<file path="src/rtl/board_io_conditioner.sv">
// Board input front end: synchronise, debounce and edge-detect switch lines,
// and sequence the system reset from the clock generator lock signal.
module board_io_conditioner #(
  parameter int NumIn           = 8,
  parameter int SyncStages      = 2,
  parameter int DebounceCycles  = 500000,
  parameter int ResetHoldCycles = 16
) (
  input  logic             clk_sys_i,
  input  logic             rst_sys_ni,
  input  logic             locked_i,
  input  logic [NumIn-1:0] gp_raw_i,
  output logic             rst_out_no,
  output logic [NumIn-1:0] gp_o,
  output logic [NumIn-1:0] rise_o,
  output logic [NumIn-1:0] fall_o
);

  localparam int CntW =
    (DebounceCycles > 1) ? $clog2(DebounceCycles) : 1;
  localparam int RstW = $clog2(ResetHoldCycles + 1);

  localparam logic [CntW-1:0] CntMax =
    CntW'(DebounceCycles - 1);
  localparam logic [RstW-1:0] RstMax =
    RstW'(ResetHoldCycles - 1);

  localparam logic [1:0] HOLD  = 2'd0;
  localparam logic [1:0] COUNT = 2'd1;
  localparam logic [1:0] RUN   = 2'd2;

  logic [NumIn-1:0]      gp_sync_q [SyncStages];
  logic [SyncStages-1:0] lock_sync_q;

  logic [NumIn-1:0] s;
  logic             lock_s;

  logic [CntW-1:0]  cnt_q [NumIn];
  logic [CntW-1:0]  cnt_d [NumIn];
  logic [NumIn-1:0] gp_q, gp_d;
  logic [NumIn-1:0] rise_q, rise_d;
  logic [NumIn-1:0] fall_q, fall_d;

  logic [1:0]      state_q, state_d;
  logic [RstW-1:0] rcnt_q, rcnt_d;
  logic            rst_out_q, rst_out_d;

  always_ff @(posedge clk_sys_i or negedge rst_sys_ni) begin
    if (!rst_sys_ni) begin
      for (int k = 0; k < SyncStages; k++) begin
        gp_sync_q[k] <= '0;
      end
      lock_sync_q <= '0;
    end else begin
      gp_sync_q[0] <= gp_raw_i;
      for (int k = 1; k < SyncStages; k++) begin
        gp_sync_q[k] <= gp_sync_q[k-1];
      end
      lock_sync_q <= {lock_sync_q[SyncStages-2:0], locked_i};
    end
  end

  assign s      = gp_sync_q[SyncStages-1];
  assign lock_s = lock_sync_q[SyncStages-1];

  // Any cycle that agrees with the stable level restarts the count.
  always_comb begin
    gp_d   = gp_q;
    rise_d = '0;
    fall_d = '0;
    for (int i = 0; i < NumIn; i++) begin
      cnt_d[i] = cnt_q[i];
      if (s[i] == gp_q[i]) begin
        cnt_d[i] = '0;
      end else if (cnt_q[i] == CntMax) begin
        cnt_d[i]  = '0;
        gp_d[i]   = s[i];
        rise_d[i] = s[i];
        fall_d[i] = ~s[i];
      end else begin
        cnt_d[i] = cnt_q[i] + CntW'(1);
      end
    end
  end

  always_ff @(posedge clk_sys_i or negedge rst_sys_ni) begin
    if (!rst_sys_ni) begin
      for (int i = 0; i < NumIn; i++) begin
        cnt_q[i] <= '0;
      end
      gp_q   <= '0;
      rise_q <= '0;
      fall_q <= '0;
    end else begin
      for (int i = 0; i < NumIn; i++) begin
        cnt_q[i] <= cnt_d[i];
      end
      gp_q   <= gp_d;
      rise_q <= rise_d;
      fall_q <= fall_d;
    end
  end

  // The lock edge counts as the first hold cycle.
  always_comb begin
    state_d = state_q;
    rcnt_d  = rcnt_q;
    unique case (1'b1)
      (state_q == HOLD): begin
        rcnt_d = '0;
        if (lock_s) begin
          if (ResetHoldCycles == 1) begin
            state_d = RUN;
          end else begin
            state_d = COUNT;
            rcnt_d  = RstW'(1);
          end
        end
      end
      (state_q == COUNT): begin
        if (!lock_s) begin
          state_d = HOLD;
          rcnt_d  = '0;
        end else if (rcnt_q == RstMax) begin
          state_d = RUN;
          rcnt_d  = '0;
        end else begin
          rcnt_d = rcnt_q + RstW'(1);
        end
      end
      (state_q == RUN): begin
        rcnt_d = '0;
        if (!lock_s) begin
          state_d = HOLD;
        end
      end
      default: begin
        state_d = HOLD;
        rcnt_d  = '0;
      end
    endcase
  end

  assign rst_out_d = (state_d == RUN);

  always_ff @(posedge clk_sys_i or negedge rst_sys_ni) begin
    if (!rst_sys_ni) begin
      state_q   <= HOLD;
      rcnt_q    <= '0;
      rst_out_q <= 1'b0;
    end else begin
      state_q   <= state_d;
      rcnt_q    <= rcnt_d;
      rst_out_q <= rst_out_d;
    end
  end

  assign rst_out_no = rst_out_q;
  assign gp_o       = gp_q;
  assign rise_o     = rise_q;
  assign fall_o     = fall_q;

endmodule

</file>
<file path="config.mk">
export PLATFORM = sky130hd
export DESIGN_NAME = board_io_conditioner
export DESIGN_NICKNAME = d
export VERILOG_FILES = /design/src/rtl/board_io_conditioner.sv
export SDC_FILE = /design/constraint.sdc
export NUM_CORES = 1
export LEC_CHECK = 0
export CAP_MARGIN = 10
export CELL_PAD_IN_SITES_DETAIL_PLACEMENT = 0
export CELL_PAD_IN_SITES_GLOBAL_PLACEMENT = 1
export CORE_MARGIN = 8
export CORE_UTILIZATION = 44
export CTS_CLUSTER_DIAMETER = 60
export CTS_CLUSTER_SIZE = 30
export DETAILED_ROUTE_END_ITERATION = 6
export HOLD_SLACK_MARGIN = 0.12
export PLACE_DENSITY = 0.78
export SLEW_MARGIN = 5
export SYNTH_ARGS = -nofsm -noshare
export SYNTH_HDL_FRONTEND = slang
export SYNTH_SLANG_ARGS = --single-unit
</file>
<file path="constraint.sdc">
create_clock -name clk_sys_i -period 2 [get_ports clk_sys_i]
set_clock_uncertainty 0.05 [all_clocks]
set_input_delay 0.3 -clock clk_sys_i [delete_from_list [all_inputs] [get_ports clk_sys_i]]
set_output_delay 0.3 -clock clk_sys_i [all_outputs]
set_load 0.1 [all_outputs]
</file>
# [After elaboration in Yosys (flattened, before gate mapping)]
# Cells that the tools add are included.
[op_classes] n_bitwise=16 reduce_logical=9 n_addsub=9 n_eq_ne=20 n_mux=57
[ops] operator="$mux 19" n=16
[ops] operator="$add 19x1->19 const B" n=8
[ops] operator="$eq 19x19->1 const B" n=8
[ops] operator="$mux 1" n=33
[ops] operator="$not 1->1" n=16
[ops] operator="$reduce_and 2->1" n=8
[ops] operator="$mux 5" n=2
[ops] operator="$pmux 5 s2" n=1
[ops] operator="$eq 1x1->1" n=8
[ops] operator="$mux 2" n=4
[ops] operator="$pmux 2 s3" n=1
[ops] operator="$add 5x1->5 const B" n=1
[ops] operator="$eq 5x4->1 const B" n=1
[ops] operator="$eq 2x2->1 const B" n=2
[ops] operator="$eq 2x1->1 const B" n=1
[ops] operator="$logic_not 2->1" n=1
[word_totals] register_bits=202 output_inout_bits=25 inputBits=11 elab_cells=135

# [Logic depth before layout (Yosys ltp)]
[logic_depth] depth_word=5 ltp_mapped=7

# [Worst setup path after synthesis]
# OpenSTA, ideal clock, no wires.
[synth_timing] path_type="reg-to-reg" start="reg cnt_q[0] in the netlist's numbering" end="reg gp_q[7], in the netlist gp_o[7]" period_less_slack_ps=2089 arrival_time_ps=1910 stages_incl_launch_ff=6 slack_ps=-89 t_required_ps=1821 path_cell_list="dfrtp_1 ha_1 nand4_1 or3_1 or3_1 mux2_1"
[synth_via] elab_chain_cells=2
[synth_lines] element="start: declaration" line="38" rtl="logic [CntW-1:0] cnt_q [NumIn];"
[synth_lines] element="start signal: indexed assignment" line="96" rtl="cnt_q[i] <= cnt_d[i];"
[synth_lines] element="$eq 19x19->1" line="75" rtl="end else if (cnt_q[i] == CntMax) begin"
[synth_lines] element="$reduce_and 2->1 (no line)"
[synth_lines] element="end signal: assignment" line="98" rtl="gp_q <= gp_d;"
[synth_lines] element="end: declaration" line="40" rtl="logic [NumIn-1:0] gp_q, gp_d;"
# No other way between the ends.
# A chain may end at the register's enable or synchronous reset.

# [Worst setup path in the final report]
[layout_timing] start="reg cnt_q[109] in the netlist's numbering" end="reg gp_q[2], in the netlist gp_o[2]"
# The elaborated chain is that of the path after synthesis.

==> run summary <==
The routed design could run at a clock period as short as 2050 ps. In the routed layout, each cell is associated on average with a via count of 5.27. The headroom to the max-slew limit came out at 70.2%.

STA classifies the critical path startpoint as a flop. The number of antenna diodes in the final layout is 0. The required time of the worst setup path came out at 2350 ps. The startpoint of the most critical hold path is gp_raw_i[7]. At the pin with the least slew margin, the transition time is 445 ps. The number of buffers on the longest clock path came out at 3. By area the synthesized netlist is led by dfrtp_1, xnor2_1, nor2_1, xor2_1, nand3_1. The register-to-register setup slack is -50 ps. The simple-gate share of the synthesized area came out at 26.0%. The overall track demand over capacity in global routing is 14.5%. Summing all placed instances gives a cell area of 10500 um^2. Among all flip-flop cells after synthesis, the most frequent one is dfrtp_1. The switching power summed over all nets is 2.03 mW. Max-cap violations in this run came to 0. The routability congestion estimate from global placement came out at 0.816.

The HPWL after detailed placement is 12500 um. The row count is 53. The via count of the first global-routing pass is 6916. The total routed wirelength came out at 18300 um. The path class of the lowest-slack min-delay path is input pin to flop. The worst hold margin came out at 173 ps.

The combinational cell fraction of total power came out at 3.5%. The post-detailed-route count of antenna-violating nets came out at 0. The path with the worst hold slack has its endpoint at gp_sync_q[15]. Measured against the total synthesized area, the mux share comes to 1.51%.

The proportion of layout cells with a drive suffix above 1 is 16.5%. The number of different library cells in the post-synthesis netlist came out at 47. STA classifies the critical path endpoint as a flop. The first-iteration detailed-routing DRC count came out at 352. The count of mapped cells out of synthesis came out at 899.

During I/O placement, the number of pins put on the boundary was 36. The count of buffers from port buffering came out at 35. The initial antenna violation count is 0. The largest driver fanout on the critical path came out at 3. STA puts the critical path data arrival time at 2400 ps. The final period utilization came out at 103%. Dividing the detail-routed wire length by the instance count gives 14.1 um. In this run the critical register-to-register path is captured at gp_o[2]. By startpoint and endpoint, the worst setup path is classified as flop to flop. The count of final max-slew check failures is 0. The wire length of the first global-routing pass is 32700 um. In this run, synthesis inferred 0 flip-flops with an integrated enable.

Entering global routing, the biggest net connects 57 pins. The share of power burned in registers came out at 50.8%. Of all cell types, the one taking the most synthesized area is dfrtp_1. The post-CTS setup-driven buffer insertion count came out at 0. The adder and majority cell fraction of the synthesized area came out at 1.21%. TritonCTS built the clock tree. Of the post-synthesis cell area, the dominant cell type holds 54.3%.

The maximum level of the CTS H-tree came out at 1. The startpoint identified for the worst register-to-register timing path is cnt_q[109]. The post-synthesis net count came out at 919.

The fraction of registers with async set/reset is 100%. The total setup violations reported at the end of the flow came out at 9. The area growth from synthesis to layout is 20.7%. The area of the core came out at 20900 um^2.

The effective utilization at floorplan came out at 44.5%. The net total in the final layout came out at 1037. The xor-xnor portion of the synthesized cell area came out at 11.6%.

Counting the buffers created by CTS gives 19. The vertical die dimension came out at 161 um. The clock drives 202 sinks. The clock root buffer master is clkbuf_16.

The proportion of power drawn by the clock network is 45.8%. The routed via count came out at 6867. After detailed routing, the number of remaining DRC violations is 0. The leakage power is 4.58 nW. The dominant combinational cell family by area after synthesis is simple AND/OR/NAND/NOR gates. The cell area after synthesis came out at 9300 um^2. Before antenna repair, the detailed router went through 5 iterations.

The die is 161 um wide. The sequential share of the synthesized area is 54.3%. The area of all placed cells without fillers came out at 11200 um^2. The final reports fail on negative setup slack. The switching share of total power came out at 24.5%. The clock insertion delay at the later pin of the skew report came out at 510 ps. The power per standard cell area came out at 738 nW/um^2. The peak supply drop came out at 548 uV. Setup repair after global routing could not meet its margin everywhere.

After synthesis the netlist holds a flip-flop and latch count of 202. The depth of the most critical reg-to-reg path came out at 4. The hold violation count in the final report was 0. The die outline area is 26000 um^2. After layout, the worst setup slack is -52.7 ps. The flow ran to the end, but the final reports show violations. Summing the areas of all compound-gate instances in the mapped netlist gives 3.97% of the synthesized area. The cell internal power dissipation came out at 6.25 mW. The average instance in the mapped netlist occupies 10.3 um^2. The overall overflow remaining after global route came out at 0. Clock-pin slew was measured on the worst setup and hold paths at 80 ps.

The number of instances on the worst hold path came out at 1. The maximum frequency from static timing analysis came out at 487 MHz. During synthesis, Yosys emitted a total of 0 warnings.
sequential cells by signal, indices dropped and copies added, names as in the netlist:
name / count
lock_sync_q: 2
rise_o: 8
state_q: 2
s: 8
rst_out_no: 1
rcnt_q: 5
fall_o: 8
cnt_q: 152
gp_o: 8
gp_sync_q: 8
through the flow:
step / std cells / setup TNS, ps / power (mW) / util [%] / setup slack (ps)
2_1_floorplan: 899 / -470 / 4.39 / - / -57.5
3_3_place_gp: 1269 / -213 / 4.57 / 50.3 / -53.0
3_5_place_dp: 1269 / -260 / 4.58 / 50.3 / -63.2
4_1_cts: 1303 / -363 / 8.43 / 53.4 / -62.1
5_1_grt: 1304 / -1190 / 8.65 / 53.7 / -100
6_report: 1304 / -174 / 8.28 / 53.7 / -52.7
power by group through the flow:
stage	Clock, mW	Combinational, mW	Sequential [mW]
floorplan	0	0.116	4.27
finish	3.79	0.287	4.20
CTS	3.93	0.296	4.20
global route	4.10	0.333	4.22
global placement	0	0.291	4.28
detailed placement	0	0.293	4.28
layout by cell type (no fill, tap or decap), types with 6 or more instances in the layout:
master	instances
or3_1	11
o21ai_0	11
or2_2	9
clkdlybuf4s50_1	9
a21oi_1	21
buf_4	95
xnor2_1	87
clkbuf_16	19
dfrtp_1	202
nor3b_1	16
o31ai_1	7
and2_1	6
nor2_1	142
nand3_1	56
nand2_1	54
inv_1	18
or4_1	10
xor2_1	36
nor4_1	39
nor3_1	28
and3_1	13
nand4_1	43
ha_1	9
Yosys cell counts (2+ instances only):
cell type / count
xnor2_1: 87
nor3_1: 28
mux2_1: 3
nor2_1: 143
clkbuf_1: 9
nor3b_1: 18
nor4b_1: 3
mux2i_1: 5
nand3b_1: 3
buf_2: 3
xor2_1: 36
a21oi_1: 22
o41ai_1: 2
nor4_1: 41
ha_1: 9
and4_1: 6
o21ai_1: 2
or2_2: 9
o31ai_1: 7
and3_1: 14
nor4bb_1: 3
or4_1: 13
nand3_1: 56
o21ai_0: 11
or3_1: 13
nor2b_1: 4
or2_1: 2
nand4_1: 43
and2_1: 6
inv_1: 18
mux2_2: 5
dfrtp_1: 202
o41ai_2: 3
nand2_1: 54
or2_0: 2
or4b_1: 3
routing by layer:
layer	wire [um]	part of all wire [%]	up-vias	track usage, %
met1	8750	48	3348	19.6
met2	8570	47	83	23.7
met3	652	3.6	26	2.47
met5	0	0	-	0
li1	-	-	3410	-
met4	359	2.0	0	4.04
critical path, stage by stage (launching register included):
cell and delay [ps]:
dfrtp_1 370, or4_1 510, or4_4 590, nor2_4 120, mux2_4 300
layout make-up:
cell class / count / area (um^2)
clock buffers: 20 / 479
clock inverters: 13 / 173
fillers: 1893 / 9660
inverters: 18 / 67.6
multi-input cells: 665 / 4200
flip-flops and latches: 202 / 5050
well taps: 275 / 344
repair buffers: 111 / 912
worst max-delay path by stage:
stage	startpoint	endpoint	slack, ps	depth (start not counted)
final	cnt_q[109]	gp_o[2]	-50	4
after CTS	cnt_q[109]	fall_o[2]	-60	4
after global routing	cnt_q[109]	gp_o[2]	-100	4
after detailed placement	cnt_q[109]	cnt_q[96]	-60	4
after floorplan	cnt_q[0]	gp_o[7]	-60	5
after global placement	cnt_q[109]	cnt_q[96]	-50	4
timing repair:
| item | CTS | global route |
|---|---|---|
| pin swaps | 1 | 3 |
| resized for setup | 1 | 13 |
| hold buffers | 1 | 0 |
| endpoints found under the hold margin | 202 | 0 |
| endpoints found under the setup margin | 18 | 42 |
| cloned | 0 | 1 |
kinds of logic after synthesis:
kind of cell	Yosys count
AND/OR/NAND/NOR	467
flip-flops	202
XOR/XNOR	123
AO/OA/AOI/OAI	53
buffers and inverters	32
multiplexers	13
adder cells (fa/ha/maj)	9
Power figures use the tool's default switching activity.
